[config.mk]
export PLATFORM = sky130hd
export DESIGN_NAME = lcd_pixel_shader_flat
export DESIGN_NICKNAME = d
export VERILOG_FILES = /design/src/rtl/lcd_pixel_shader_pkg.sv /design/src/rtl/lcd_pixel_shader_if.sv /design/src/rtl/lcd_pixel_shader_sync_delay.sv /design/src/rtl/lcd_pixel_shader.sv /design/src/flat_wrapper.sv
export SDC_FILE = /design/constraint.sdc
export NUM_CORES = 1
export LEC_CHECK = 0
export CORE_MARGIN = 2
export CORE_UTILIZATION = 44
export CTS_BUF_LIST = sky130_fd_sc_hd__clkbuf_8
export CTS_CLUSTER_DIAMETER = 100
export DETAILED_ROUTE_END_ITERATION = 16
export PLACE_DENSITY = 0.82
export SYNTH_ARGS = -nofsm -noshare
export SYNTH_HDL_FRONTEND = slang
export SYNTH_SLANG_ARGS = --single-unit
[constraint.sdc]
create_clock -name clk -period 2.11 [get_ports clk]
set_input_delay 0.633 -clock clk [delete_from_list [all_inputs] [get_ports clk]]
set_output_delay 0.633 -clock clk [all_outputs]
set_load 0.05 [all_outputs]
[src/rtl/lcd_pixel_shader_pkg.sv]
`default_nettype none
// ============================================================================
//  Module   : lcd_video_pkg
//  Purpose  : Shared types, defaults and helpers for the LCD pixel shader.
//             The pixel colour type, the frame geometry and colour defaults,
//             and the per-channel darkening function.
//  Ports    : none (package)
//  Revision : 1.0  initial release
// ============================================================================
package lcd_video_pkg;

  // One 24-bit pixel, red in the top byte.
  typedef struct packed {
    logic [7:0] r;
    logic [7:0] g;
    logic [7:0] b;
  } rgb_t;

  localparam int DEF_WIDTH  = 360;
  localparam int DEF_HEIGHT = 360;
  localparam int BG_PIXELS  = DEF_WIDTH * DEF_HEIGHT;

  localparam logic [23:0] DEF_ON_COLOR  = 24'h202020;
  localparam logic [23:0] DEF_OFF_COLOR = 24'hB0C0A0;

  // Each channel is shifted on its own with zero fill, so no bit of one
  // channel ever leaks into its neighbour.
  function automatic rgb_t darken(input rgb_t c, input int unsigned sh);
    rgb_t res;
    res.r = c.r >> sh;
    res.g = c.g >> sh;
    res.b = c.b >> sh;
    return res;
  endfunction

endpackage : lcd_video_pkg
`default_nettype wire

[src/rtl/lcd_pixel_shader_if.sv]
`default_nettype none
// ============================================================================
//  Module   : lcd_pixel_shader_if
//  Purpose  : Bundles the generator timing stream, the VRAM and background
//             ROM read ports and the RGB output stream of the pixel shader.
//  Ports    : master - upstream/memory/sink side (drives generator signals
//                      and memory read data, receives addresses and video)
//             slave  - the pixel shader itself
//  Revision : 1.0  initial release
// ============================================================================
interface lcd_pixel_shader_if
  import lcd_video_pkg::*;
#(
  parameter int BG_ADDR_W = 17
);

  // Generator stream
  logic [7:0]           video_addr;
  logic [1:0]           lcd_segment_row;
  logic                 de_in;
  logic                 hsync_in;
  logic                 vsync_in;
  logic                 show_bg;

  // Memory read ports
  logic [7:0]           vram_addr;
  logic [3:0]           vram_q;
  logic [BG_ADDR_W-1:0] bg_addr;
  rgb_t                 bg_q;

  // Output video stream
  rgb_t                 rgb;
  logic                 de;
  logic                 hsync;
  logic                 vsync;

  modport master (
    output video_addr, lcd_segment_row, de_in, hsync_in, vsync_in, show_bg,
    output vram_q, bg_q,
    input  vram_addr, bg_addr,
    input  rgb, de, hsync, vsync
  );

  modport slave (
    input  video_addr, lcd_segment_row, de_in, hsync_in, vsync_in, show_bg,
    input  vram_q, bg_q,
    output vram_addr, bg_addr,
    output rgb, de, hsync, vsync
  );

endinterface : lcd_pixel_shader_if
`default_nettype wire

[src/rtl/lcd_pixel_shader_sync_delay.sv]
`default_nettype none
// ============================================================================
//  Module   : video_sync_delay
//  Purpose  : N-stage register delay for a W-bit bundle of video sync bits,
//             packed {de, hsync, vsync}. Also exposes the MSB of the stage
//             feeding the last register so the caller can gate the last
//             pipeline stage with the data enable one cycle early.
//  Ports    : clk      - pixel clock
//             rst_n    - async-assert / sync-release active-low reset
//             sync_i   - bundle entering the delay line
//             lead_o   - MSB of the bundle one stage before the output
//             sync_o   - bundle delayed by N cycles
//  Revision : 1.0  initial release
// ============================================================================
module video_sync_delay #(
  parameter int N = 2,
  parameter int W = 3
) (
  input  wire logic         clk,
  input  wire logic         rst_n,
  input  wire logic [W-1:0] sync_i,
  output      logic         lead_o,
  output      logic [W-1:0] sync_o
);

  logic [N-1:0][W-1:0] stage_q;
  logic [N-1:0][W-1:0] stage_d;

  // Shift chain: stage 0 loads the input, every later stage its predecessor.
  always_comb begin
    stage_d    = stage_q;
    stage_d[0] = sync_i;
    for (int i = 1; i < N; i++) begin
      stage_d[i] = stage_q[i-1];
    end
  end

  always_ff @(posedge clk or negedge rst_n) begin
    if (!rst_n) begin
      stage_q <= '0;
    end else begin
      stage_q <= stage_d;
    end
  end

  assign sync_o = stage_q[N-1];

  // With a single stage the "one before the output" point is the input.
  if (N >= 2) begin : g_lead_stage
    assign lead_o = stage_q[N-2][W-1];
  end else begin : g_lead_input
    assign lead_o = sync_i[W-1];
  end

endmodule : video_sync_delay
`default_nettype wire

[src/rtl/lcd_pixel_shader.sv]
`default_nettype none
// ============================================================================
//  Module   : lcd_pixel_shader
//  Purpose  : Turns the LCD generator's timing/VRAM address stream into a
//             24-bit RGB stream. Each pixel picks one segment bit out of the
//             addressed VRAM nibble; lit segments are drawn either in a flat
//             ON colour or as a darkened copy of a background image, unlit
//             ones in a flat OFF colour or the plain background. Sync and
//             data enable are delayed to stay aligned with the pixel data.
//  Ports    : clk      - pixel clock
//             reset_n  - asynchronous active-low reset
//             bus      - slave side of lcd_pixel_shader_if:
//                        video_addr/lcd_segment_row/de_in/hsync_in/vsync_in/
//                        show_bg in, vram_addr/vram_q VRAM port,
//                        bg_addr/bg_q background ROM port,
//                        rgb/de/hsync/vsync out (2-cycle latency)
//  Revision : 1.0  initial release
// ============================================================================
module lcd_pixel_shader
  import lcd_video_pkg::*;
#(
  parameter int          WIDTH        = DEF_WIDTH,
  parameter int          HEIGHT       = DEF_HEIGHT,
  parameter int          BG_ADDR_W    = 17,
  parameter int          DARKEN_SHIFT = 2,
  parameter logic [23:0] ON_COLOR     = DEF_ON_COLOR,
  parameter logic [23:0] OFF_COLOR    = DEF_OFF_COLOR
) (
  input wire logic          clk,
  input wire logic          reset_n,
  lcd_pixel_shader_if.slave bus
);

  localparam int                   PIXELS   = WIDTH * HEIGHT;
  localparam logic [BG_ADDR_W-1:0] LAST_PIX = BG_ADDR_W'(PIXELS - 1);
  localparam int                   PIPE_N   = 2;

  // --------------------------------------------------------------------------
  // Reset synchroniser: assertion reaches every flop immediately, release is
  // retimed to clk so no flop sees a deassertion near its clock edge.
  // --------------------------------------------------------------------------
  logic [1:0] rst_sync_q;
  logic       rst_n_sync;

  always_ff @(posedge clk or negedge reset_n) begin
    if (!reset_n) begin
      rst_sync_q <= 2'b00;
    end else begin
      rst_sync_q <= {rst_sync_q[0], 1'b1};
    end
  end

  assign rst_n_sync = rst_sync_q[1];

  // --------------------------------------------------------------------------
  // VRAM address is a straight pass-through; the RAM's own read register
  // provides the first pipeline stage for the nibble.
  // --------------------------------------------------------------------------
  assign bus.vram_addr = bus.video_addr;

  // --------------------------------------------------------------------------
  // Background pixel counter. vsync wins over de so a pixel coincident with
  // vsync starts the new frame at address 0 without advancing it.
  // --------------------------------------------------------------------------
  logic [BG_ADDR_W-1:0] pix_cnt_q;
  logic [BG_ADDR_W-1:0] pix_cnt_d;

  always_comb begin
    pix_cnt_d = pix_cnt_q;
    if (bus.vsync_in) begin
      pix_cnt_d = '0;
    end else if (bus.de_in) begin
      pix_cnt_d = (pix_cnt_q == LAST_PIX) ? '0 : pix_cnt_q + 1'b1;
    end
  end

  assign bus.bg_addr = pix_cnt_q;

  // --------------------------------------------------------------------------
  // Background enable is only sampled during vsync so one frame never mixes
  // the two colour schemes.
  // --------------------------------------------------------------------------
  logic bg_en_q;
  logic bg_en_d;

  always_comb begin
    bg_en_d = bg_en_q;
    if (bus.vsync_in) begin
      bg_en_d = bus.show_bg;
    end
  end

  always_ff @(posedge clk or negedge rst_n_sync) begin
    if (!rst_n_sync) begin
      pix_cnt_q <= '0;
      bg_en_q   <= 1'b0;
    end else begin
      pix_cnt_q <= pix_cnt_d;
      bg_en_q   <= bg_en_d;
    end
  end

  // --------------------------------------------------------------------------
  // Stage 1: the segment row select is delayed to meet the VRAM read data.
  // --------------------------------------------------------------------------
  logic [1:0] row_d1_q;

  always_ff @(posedge clk or negedge rst_n_sync) begin
    if (!rst_n_sync) begin
      row_d1_q <= 2'b00;
    end else begin
      row_d1_q <= bus.lcd_segment_row;
    end
  end

  // Sync bundle delay: {de, hsync, vsync}; de_d1 is the stage-1 data enable.
  logic       de_d1;
  logic [2:0] sync_d2;

  video_sync_delay #(
    .N (PIPE_N),
    .W (3)
  ) u_sync_delay (
    .clk    (clk),
    .rst_n  (rst_n_sync),
    .sync_i ({bus.de_in, bus.hsync_in, bus.vsync_in}),
    .lead_o (de_d1),
    .sync_o (sync_d2)
  );

  // --------------------------------------------------------------------------
  // Colour selection, combinational on the stage-1 data.
  // --------------------------------------------------------------------------
  logic lit;
  rgb_t color;

  assign lit = bus.vram_q[row_d1_q];

  always_comb begin
    color = rgb_t'(OFF_COLOR);
    if (bg_en_q) begin
      color = lit ? darken(bus.bg_q, DARKEN_SHIFT) : bus.bg_q;
    end else begin
      color = lit ? rgb_t'(ON_COLOR) : rgb_t'(OFF_COLOR);
    end
  end

  // --------------------------------------------------------------------------
  // Stage 2: registered outputs. Blanking pixels are forced to black so the
  // scaler never sees stale colour outside the active area.
  // --------------------------------------------------------------------------
  rgb_t rgb_q;
  rgb_t rgb_d;

  always_comb begin
    rgb_d = '0;
    if (de_d1) begin
      rgb_d = color;
    end
  end

  always_ff @(posedge clk or negedge rst_n_sync) begin
    if (!rst_n_sync) begin
      rgb_q <= '0;
    end else begin
      rgb_q <= rgb_d;
    end
  end

  assign bus.rgb   = rgb_q;
  assign bus.de    = sync_d2[2];
  assign bus.hsync = sync_d2[1];
  assign bus.vsync = sync_d2[0];

endmodule : lcd_pixel_shader
`default_nettype wire
[src/flat_wrapper.sv]
// flat-port wrapper written by rule: the top's interface ports become plain ports
module lcd_pixel_shader_flat import lcd_video_pkg::*;
#(
  parameter int          WIDTH        = DEF_WIDTH,
  parameter int          HEIGHT       = DEF_HEIGHT,
  parameter int          BG_ADDR_W    = 17,
  parameter int          DARKEN_SHIFT = 2,
  parameter logic [23:0] ON_COLOR     = DEF_ON_COLOR,
  parameter logic [23:0] OFF_COLOR    = DEF_OFF_COLOR
)
  (clk, reset_n, bus_video_addr, bus_lcd_segment_row, bus_de_in, bus_hsync_in, bus_vsync_in, bus_show_bg, bus_vram_q, bus_bg_q, bus_vram_addr, bus_bg_addr, bus_rgb, bus_de, bus_hsync, bus_vsync);
  lcd_pixel_shader_if #(.BG_ADDR_W(BG_ADDR_W)) bus_i ();
  input wire logic clk;
  input wire logic reset_n;
  input wire logic [$bits(bus_i.video_addr)-1:0] bus_video_addr;
  input wire logic [$bits(bus_i.lcd_segment_row)-1:0] bus_lcd_segment_row;
  input wire logic [$bits(bus_i.de_in)-1:0] bus_de_in;
  input wire logic [$bits(bus_i.hsync_in)-1:0] bus_hsync_in;
  input wire logic [$bits(bus_i.vsync_in)-1:0] bus_vsync_in;
  input wire logic [$bits(bus_i.show_bg)-1:0] bus_show_bg;
  input wire logic [$bits(bus_i.vram_q)-1:0] bus_vram_q;
  input wire logic [$bits(bus_i.bg_q)-1:0] bus_bg_q;
  output wire logic [$bits(bus_i.vram_addr)-1:0] bus_vram_addr;
  output wire logic [$bits(bus_i.bg_addr)-1:0] bus_bg_addr;
  output wire logic [$bits(bus_i.rgb)-1:0] bus_rgb;
  output wire logic [$bits(bus_i.de)-1:0] bus_de;
  output wire logic [$bits(bus_i.hsync)-1:0] bus_hsync;
  output wire logic [$bits(bus_i.vsync)-1:0] bus_vsync;
  assign bus_i.video_addr = bus_video_addr;
  assign bus_i.lcd_segment_row = bus_lcd_segment_row;
  assign bus_i.de_in = bus_de_in;
  assign bus_i.hsync_in = bus_hsync_in;
  assign bus_i.vsync_in = bus_vsync_in;
  assign bus_i.show_bg = bus_show_bg;
  assign bus_i.vram_q = bus_vram_q;
  assign bus_i.bg_q = bus_bg_q;
  assign bus_vram_addr = bus_i.vram_addr;
  assign bus_bg_addr = bus_i.bg_addr;
  assign bus_rgb = bus_i.rgb;
  assign bus_de = bus_i.de;
  assign bus_hsync = bus_i.hsync;
  assign bus_vsync = bus_i.vsync;
  lcd_pixel_shader #(.WIDTH(WIDTH), .HEIGHT(HEIGHT), .BG_ADDR_W(BG_ADDR_W), .DARKEN_SHIFT(DARKEN_SHIFT), .ON_COLOR(ON_COLOR), .OFF_COLOR(OFF_COLOR)) u_core (.clk(clk), .reset_n(reset_n), .bus(bus_i));
endmodule
==> summary.md, run 1 <==
| Metric | Value |
|---|---|
| Die height | `75.9 um` |
| Area Growth Syn to Fin | `41.0%` |
| Total Power | `0.00214 W` |
| Crit. End Element | `output port` |
| Synthesized instance count | `201` |
| Class of the most critical hold timing path | `register to register` |
| Warnings from Yosys | `0` |
| Period utilisation layout | `0.985` |
| GRT Util Overall | `0.186` |
| Largest net degree at the start of global routing | `51` |
| Layout Cells excl Fill | `356` |
| Fraction of layout cells with a size suffix above 1 | `0.192` |
| First-pass GRT wire length | `8650 um` |
| Ys flop type | `dfrtp_1` |
| Register area | `0.00130 mm^2` |
| Clock Power Share | `0.319` |
| Initial DRC count | `95` |
| Fillers | `394` |
| Vias | `1741` |
| Postcts setup bufs | `0` |
| Clock buffers created by TritonCTS | `5` |
| CP Cell Sequence | `clkdlybuf4s50_1` |
| CP max FO | `1` |
| Residual DRC | `0` |
| Reg2reg end | `u_core.bus.bg_addr[6]` |
| Dpl cells | `348` |
| Clk slew on worst S/H paths | `0.10 ns` |
| Switch Pwr | `0.000585 W` |
| Max-cap viol count | `0` |
| Power Density | `666 mW/mm^2` |
| Unique masters post-synth | `36` |
| Worst-margin pin slew | `0.638 ns` |
| Mean Syn Cell Area | `11.3 um^2` |
| Worst skew pair latency | `0.31 ns` |
| DR WL/cell | `14.2 um` |
| Sink Count | `52` |
| Routed WL | `5060 um` |
| Final hold vios | `0` |
| Vias in the first global route | `1721` |
| Crit Path Category | `register to output port` |
| R2R Setup Slk | `0.34 ns` |
| ANT nets after route | `0` |
| Worst setup SP type | `register` |
| Status | `complete, no violations` |
| Fin crit period | `2.08 ns` |
| Switching share of total power | `0.273` |
| Worst EP arrival | `1.45 ns` |
| Drt pass-1 iters | `4` |
| Gpl congestion | `0.849` |
| Yosys reg bits | `52` |
| Mapped Area | `0.00228 mm^2` |
| Clock Path Buffers | `2` |
| Peak Freq | `481 MHz` |
| CORE AREA | `0.00504 mm^2` |
| Final Slew Violations | `0` |
| Port bufs | `79` |
| Worst VDD drop | `0.455 mV` |
| CTS H-Tree Depth | `2` |
| Combinational power share | `0.186` |
| Internal | `0.00155 W` |
| CP required | `1.48 ns` |
| Worst Path Buf+Inv | `1` |
| Hold path startpoint | `u_core.u_sync_delay.stage_d[3]` |
| Site Rows | `26` |
| Cell depth of the worst flop-to-flop path | `6` |
| R2R Path Start | `u_core.bus.bg_addr[0]` |
| EDFF count, synth | `0` |
| CTS tree | `yes` |
| Ys async rst share | `1.00` |
| CP top delay family | `buffers and inverters` |
| Critical Path Max Stage Delay | `0.79 ns` |
| Initial antenna violation count | `0` |
| Slowest CP cell | `clkdlybuf4s50_1` |
| Pleak | `1.55 nW` |
| Clk_skew | `0.0105 ns` |
| Post-DP HPWL | `3720 um` |
| Antenna diodes | `0` |
| Root buffer cell | `clkbuf_8` |
| Final setup vio count | `0` |
| Worst Hold Path Cells | `0` |
| IO Count | `96` |
| Die ar. | `0.00576 mm^2` |
| Initial Util | `0.451` |
| Nets | `330` |
| Vias per cell | `4.89` |
| Die X | `75.9 um` |
| Syn nets | `246` |
| Hold Crit Endpoint | `u_core.u_sync_delay.sync_o[0]` |
| Footprint of the multi-input gates | `851 um^2` |
| RSZ-0062 raised after global routing | `no` |
| Sequential power share | `0.495` |
| Grt total ovfl | `0` |
| Slew Limit Headroom | `0.575` |
| Sequential-to-total area share from yosys stat | `0.572` |
==> timing repair <==
item / 4_1_cts / 5_1_grt
gates resized for setup: 0 / 5
endpoints found under the setup margin: 0 / 5
hold buffers: 0 / 0
==> area by class of cell <==
| cell class | instances | area share |
|---|---|---|
| Clock inverter | 3 | 0.0133 |
| Timing Repair Buffer | 91 | 0.257 |
| Sequential cell | 52 | 0.406 |
| Multi-Input combinational cell | 126 | 0.265 |
| Inverter | 9 | 0.0105 |
| Tap cell | 70 | 0.0273 |
| Clock buffer | 5 | 0.0214 |
==> flip-flops by register name, summed over array words and instances, names as in the netlist <==
register and cells:
u_core.bus.rgb 24, u_core.bus.bg_addr 17, u_core.u_sync_delay.sync_o 3, u_core.row_d1_q 2, u_core.rst_sync_q 2, u_core.u_sync_delay.stage_d 2, u_core.bg_en_q 1, u_core.u_sync_delay.lead_o 1
==> per-layer routing <==
metal	routed length [um]	GRT usage	up-vias
met4	121	0.0818	0
li1	-	-	840
met2	2570	0.311	53
met1	2130	0.239	833
met3	231	0.0333	15
met5	0	0	-
==> power groups by stage <==
stage | Combinational, W | Sequential (W) | Clock (W)
after floorplan | 0.000133 | 0.00121 | 0
after global placement | 0.000393 | 0.00108 | 0
after detailed placement | 0.000399 | 0.00108 | 0
after CTS | 0.000401 | 0.00106 | 0.000700
after global routing | 0.000424 | 0.00106 | 0.000733
final | 0.000397 | 0.00106 | 0.000683
==> cell usage after synthesis, drive strengths merged (3+ instances only) <==
library cell | instances | share of area
nor3 | 3 | 0.0066
dfrtp | 52 | 0.57
mux2i | 17 | 0.075
nor4 | 7 | 0.038
xnor2 | 10 | 0.038
o21ai | 5 | 0.011
nor2 | 34 | 0.056
buf | 12 | 0.036
a21oi | 6 | 0.013
nand3 | 4 | 0.014
inv | 9 | 0.015
nand2 | 17 | 0.028
==> cell usage in the layout (no fill, tap or decap), types with 2 or more instances in the layout <==
cell type,n
dfrtp_1,51
clkdlybuf4s50_1,46
buf_4,40
nor2_1,34
nand2_1,17
mux2i_1,17
inv_1,10
xnor2_1,10
a21oi_1,6
o21ai_0,5
clkbuf_8,5
dlymetal6s2s_1,5
nand3_1,3
nor4_1,3
nor3_1,3
a21boi_0,2
nor4bb_1,2
o211ai_1,2
nor4_4,2
nor4_2,2
xor2_1,2
==> worst max path at each step <==
stage / from / to / slack [ns] / cells past startpoint
after floorplan: u_core.bus.bg_addr[0] / u_core.bus.bg_addr[10] / 0.27 / 6
after CTS: u_core.bus.rgb[9] / bus_rgb[9] / 0.01 / 1
after global routing: u_core.bus.rgb[12] / bus_rgb[12] / 0.0002 / 1
after detailed placement: bus_vsync_in / u_core.bus.bg_addr[14] / -0.08 / 5
final: u_core.bus.rgb[19] / bus_rgb[19] / 0.03 / 1
after global placement: bus_vsync_in / u_core.bus.bg_addr[15] / -0.03 / 5
==> logic make-up after synthesis <==
family | Yosys count | synth area share
other | 1 | 0.00165
buffers and inverters | 23 | 0.0544
multiplexers | 18 | 0.0847
adder cells (fa/ha/maj) | 1 | 0.00550
AND/OR/NAND/NOR | 75 | 0.184
XOR/XNOR | 12 | 0.0462
AO/OA/AOI/OAI | 19 | 0.0517
flip-flops | 52 | 0.572
==> metrics by stage <==
step | hold slack [ns] | util | TNS [ns] | worst slack [ns] | instance area [um^2]
global route | 0.364 | 0.636 | 0 | 0.000229 | 3210
CTS | 0.356 | 0.634 | 0 | 0.0117 | 3200
global placement | 0.334 | 0.612 | -0.0428 | -0.0256 | 3090
detailed placement | 0.335 | 0.612 | -0.552 | -0.0756 | 3090
floorplan | 0.331 | - | 0 | 0.266 | 2280
finish | 0.354 | 0.636 | 0 | 0.0309 | 3210
Note: power is estimated with default switching activity, not from simulation.
==> inputs of run 2 (changes only) <==
--- a/config.mk
+++ b/config.mk
@@ -5,12 +5,12 @@
 export SDC_FILE = /design/constraint.sdc
 export NUM_CORES = 1
 export LEC_CHECK = 0
-export CORE_MARGIN = 2
-export CORE_UTILIZATION = 44
+export CORE_MARGIN = 10
+export CORE_UTILIZATION = 47
 export CTS_BUF_LIST = sky130_fd_sc_hd__clkbuf_8
 export CTS_CLUSTER_DIAMETER = 100
 export DETAILED_ROUTE_END_ITERATION = 16
-export PLACE_DENSITY = 0.82
+export PLACE_DENSITY = 0.87
 export SYNTH_ARGS = -nofsm -noshare
 export SYNTH_HDL_FRONTEND = slang
 export SYNTH_SLANG_ARGS = --single-unit
==> constraint.sdc (replaced) <==
create_clock -name clk -period 2.6 [get_ports clk]
set_input_delay 0.78 -clock clk [delete_from_list [all_inputs] [get_ports clk]]
set_output_delay 0.78 -clock clk [all_outputs]
set_load 0.05 [all_outputs]
==> run 2 against run 1 <==
Via count decreased by 2.9%. Clock skew hardly changed. Sequential cell count unchanged. Die area rose by 39%. Total power is 25% lower.
==> summary.md, run 2 (synthesis gave the netlist of run 1 again) <==
| Metric | Value |
|---|---|
| Worst-margin pin slew | `0.662 ns` |
| CTS H-Tree Depth | `2` |
| Initial DRC count | `87` |
| Die ar. | `0.00803 mm^2` |
| Crit. End Element | `output port` |
| Sink Count | `52` |
| Root buffer cell | `clkbuf_8` |
| Worst skew pair latency | `0.30 ns` |
| Cell depth of the worst flop-to-flop path | `6` |
| RSZ-0062 raised after global routing | `no` |
| Clock buffers created by TritonCTS | `5` |
| Final Slew Violations | `0` |
| GRT Util Overall | `0.143` |
| Die height | `89.6 um` |
| Worst setup SP type | `register` |
| Postcts setup bufs | `0` |
| Final setup vio count | `0` |
| Vias per cell | `4.88` |
| Hold buffers post-CTS | `0` |
| Die X | `89.6 um` |
| Max-cap viol count | `0` |
| Crit path depth | `1` |
| CP required | `1.82 ns` |
| Most frequent cells in the layout | `clkdlybuf4s50_1, dfrtp_1, nor2_1` |
| CTS tree | `yes` |
| Total negative setup slack | `0 ns` |
| IO Count | `96` |
| Initial Util | `0.482` |
| WHS | `0.237 ns` |
| Power Density | `501 mW/mm^2` |
| Initial antenna violation count | `0` |
| Port bufs | `79` |
| Final hold vios | `0` |
| R2R Setup Slk | `0.81 ns` |
| CP Cell Sequence | `clkdlybuf4s50_1` |
| Vias | `1690` |
| Worst VDD drop | `0.362 mV` |
| Period utilisation layout | `0.937` |
| Worst EP arrival | `1.66 ns` |
| Critical Path Max Stage Delay | `0.86 ns` |
| Worst Path Buf+Inv | `1` |
| ANT nets after route | `0` |
| Clock Path Buffers | `2` |
| Nets | `324` |
| Site Rows | `25` |
| Fraction of layout cells with a size suffix above 1 | `0.0717` |
| Clk_skew | `0.0107 ns` |
| Crit Path Category | `register to output port` |
| Leading cell type in the layout, fill and taps excluded | `clkdlybuf4s50_1` |
| Status | `complete, no violations` |
| Area Growth Syn to Fin | `39.9%` |
| Vias in the first global route | `1711` |
| Gpl congestion | `0.837` |
| Routed WL | `5420 um` |
| First-pass GRT wire length | `8820 um` |
| CP max FO | `6` |
| CORE AREA | `0.00472 mm^2` |
| Drt pass-1 iters | `4` |
| Residual DRC | `0` |
| Largest net degree at the start of global routing | `29` |
| Antenna diodes | `0` |
| Post-DP HPWL | `4270 um` |
| Peak Freq | `410 MHz` |
| Class of the most critical hold timing path | `register to async pin` |
| Grt total ovfl | `0` |
| Fillers | `352` |
| Clk slew on worst S/H paths | `0.09 ns` |
| Fin crit period | `2.44 ns` |
| DR WL/cell | `15.7 um` |
| Pleak | `1.37 nW` |
| CP top delay family | `buffers and inverters` |
| Slowest CP cell | `clkdlybuf4s50_1` |
| Slew Limit Headroom | `0.556` |
| Max reg flops | `24` |
| Post-CTS sizing | `0` |
## run 2: cell types whose count changed in the layout (fill, tap and decap cells not counted), sizes merged
cell / delta
buf: -34
bufinv: -1
clkdlybuf4s50: +33
clkinv: +1
dlymetal6s2s: -5
inv: -1
## run 2: cell type report
| type | instances | area (um^2) | share of cell area |
|---|---|---|---|
| Multi-Input combinational cell | 126 | 851 | 0.267 |
| Clock inverter | 2 | 8.76 | 0.00275 |
| Tap cell | 67 | 83.8 | 0.0263 |
| Timing Repair Buffer | 85 | 836 | 0.262 |
| Inverter | 9 | 33.8 | 0.0106 |
| Clock buffer | 5 | 68.8 | 0.0216 |
| Sequential cell | 52 | 1300 | 0.409 |
## run 2: worst paths after layout
path,startpoint,endpoint
min,u_core.rst_sync_q[1],u_core.bus.rgb[20]
max reg2reg,u_core.bus.bg_addr[1],u_core.bus.bg_addr[11]
min reg2reg,u_core.rst_sync_q[1],u_core.bus.rgb[20]
max,u_core.bus.bg_addr[6],bus_bg_addr[6]
min in group clk,u_core.u_sync_delay.stage_d[3],u_core.u_sync_delay.sync_o[0]
max in group asynchronous,u_core.rst_sync_q[1],u_core.bus.bg_addr[12]
## run 2: through the flow
stage / utilization / cells / instance area (um^2) / setup slack [ns] / total power, W
floorplan: - / 201 / 2280 / 0.732 / 0.00109
global route: 0.674 / 346 / 3180 / 0.112 / 0.00167
detailed placement: 0.658 / 339 / 3110 / 0.0923 / 0.00120
CTS: 0.674 / 346 / 3180 / 0.147 / 0.00162
global placement: 0.658 / 339 / 3110 / 0.118 / 0.00119
finish: 0.674 / 346 / 3180 / 0.163 / 0.00160
## run 2: metal layers
metal	vias to the layer above	wire length, um	GRT usage	share of wire
met1	824	2070	0.163	0.38
met3	6	352	0.0460	0.065
met2	41	2940	0.247	0.54
li1	819	-	-	-
met5	-	0	0	0
met4	0	61	0.0491	0.011
## run 2: power breakdown
group,switching [W],internal (W)
Clock,0.000235,0.000179
Combinational,0.000183,0.000132
Sequential,0.0000242,0.000842
==> inputs of run 3 (changes only) <==
--- a/config.mk
+++ b/config.mk
@@ -11,6 +11,7 @@
 export CTS_CLUSTER_DIAMETER = 100
 export DETAILED_ROUTE_END_ITERATION = 16
 export PLACE_DENSITY = 0.87
+export SKIP_LAST_GASP = 1
 export SYNTH_ARGS = -nofsm -noshare
 export SYNTH_HDL_FRONTEND = slang
 export SYNTH_SLANG_ARGS = --single-unit
==> results of run 3 <==
Same layout as run 2: the final DEF is identical, and so are final timing and power.
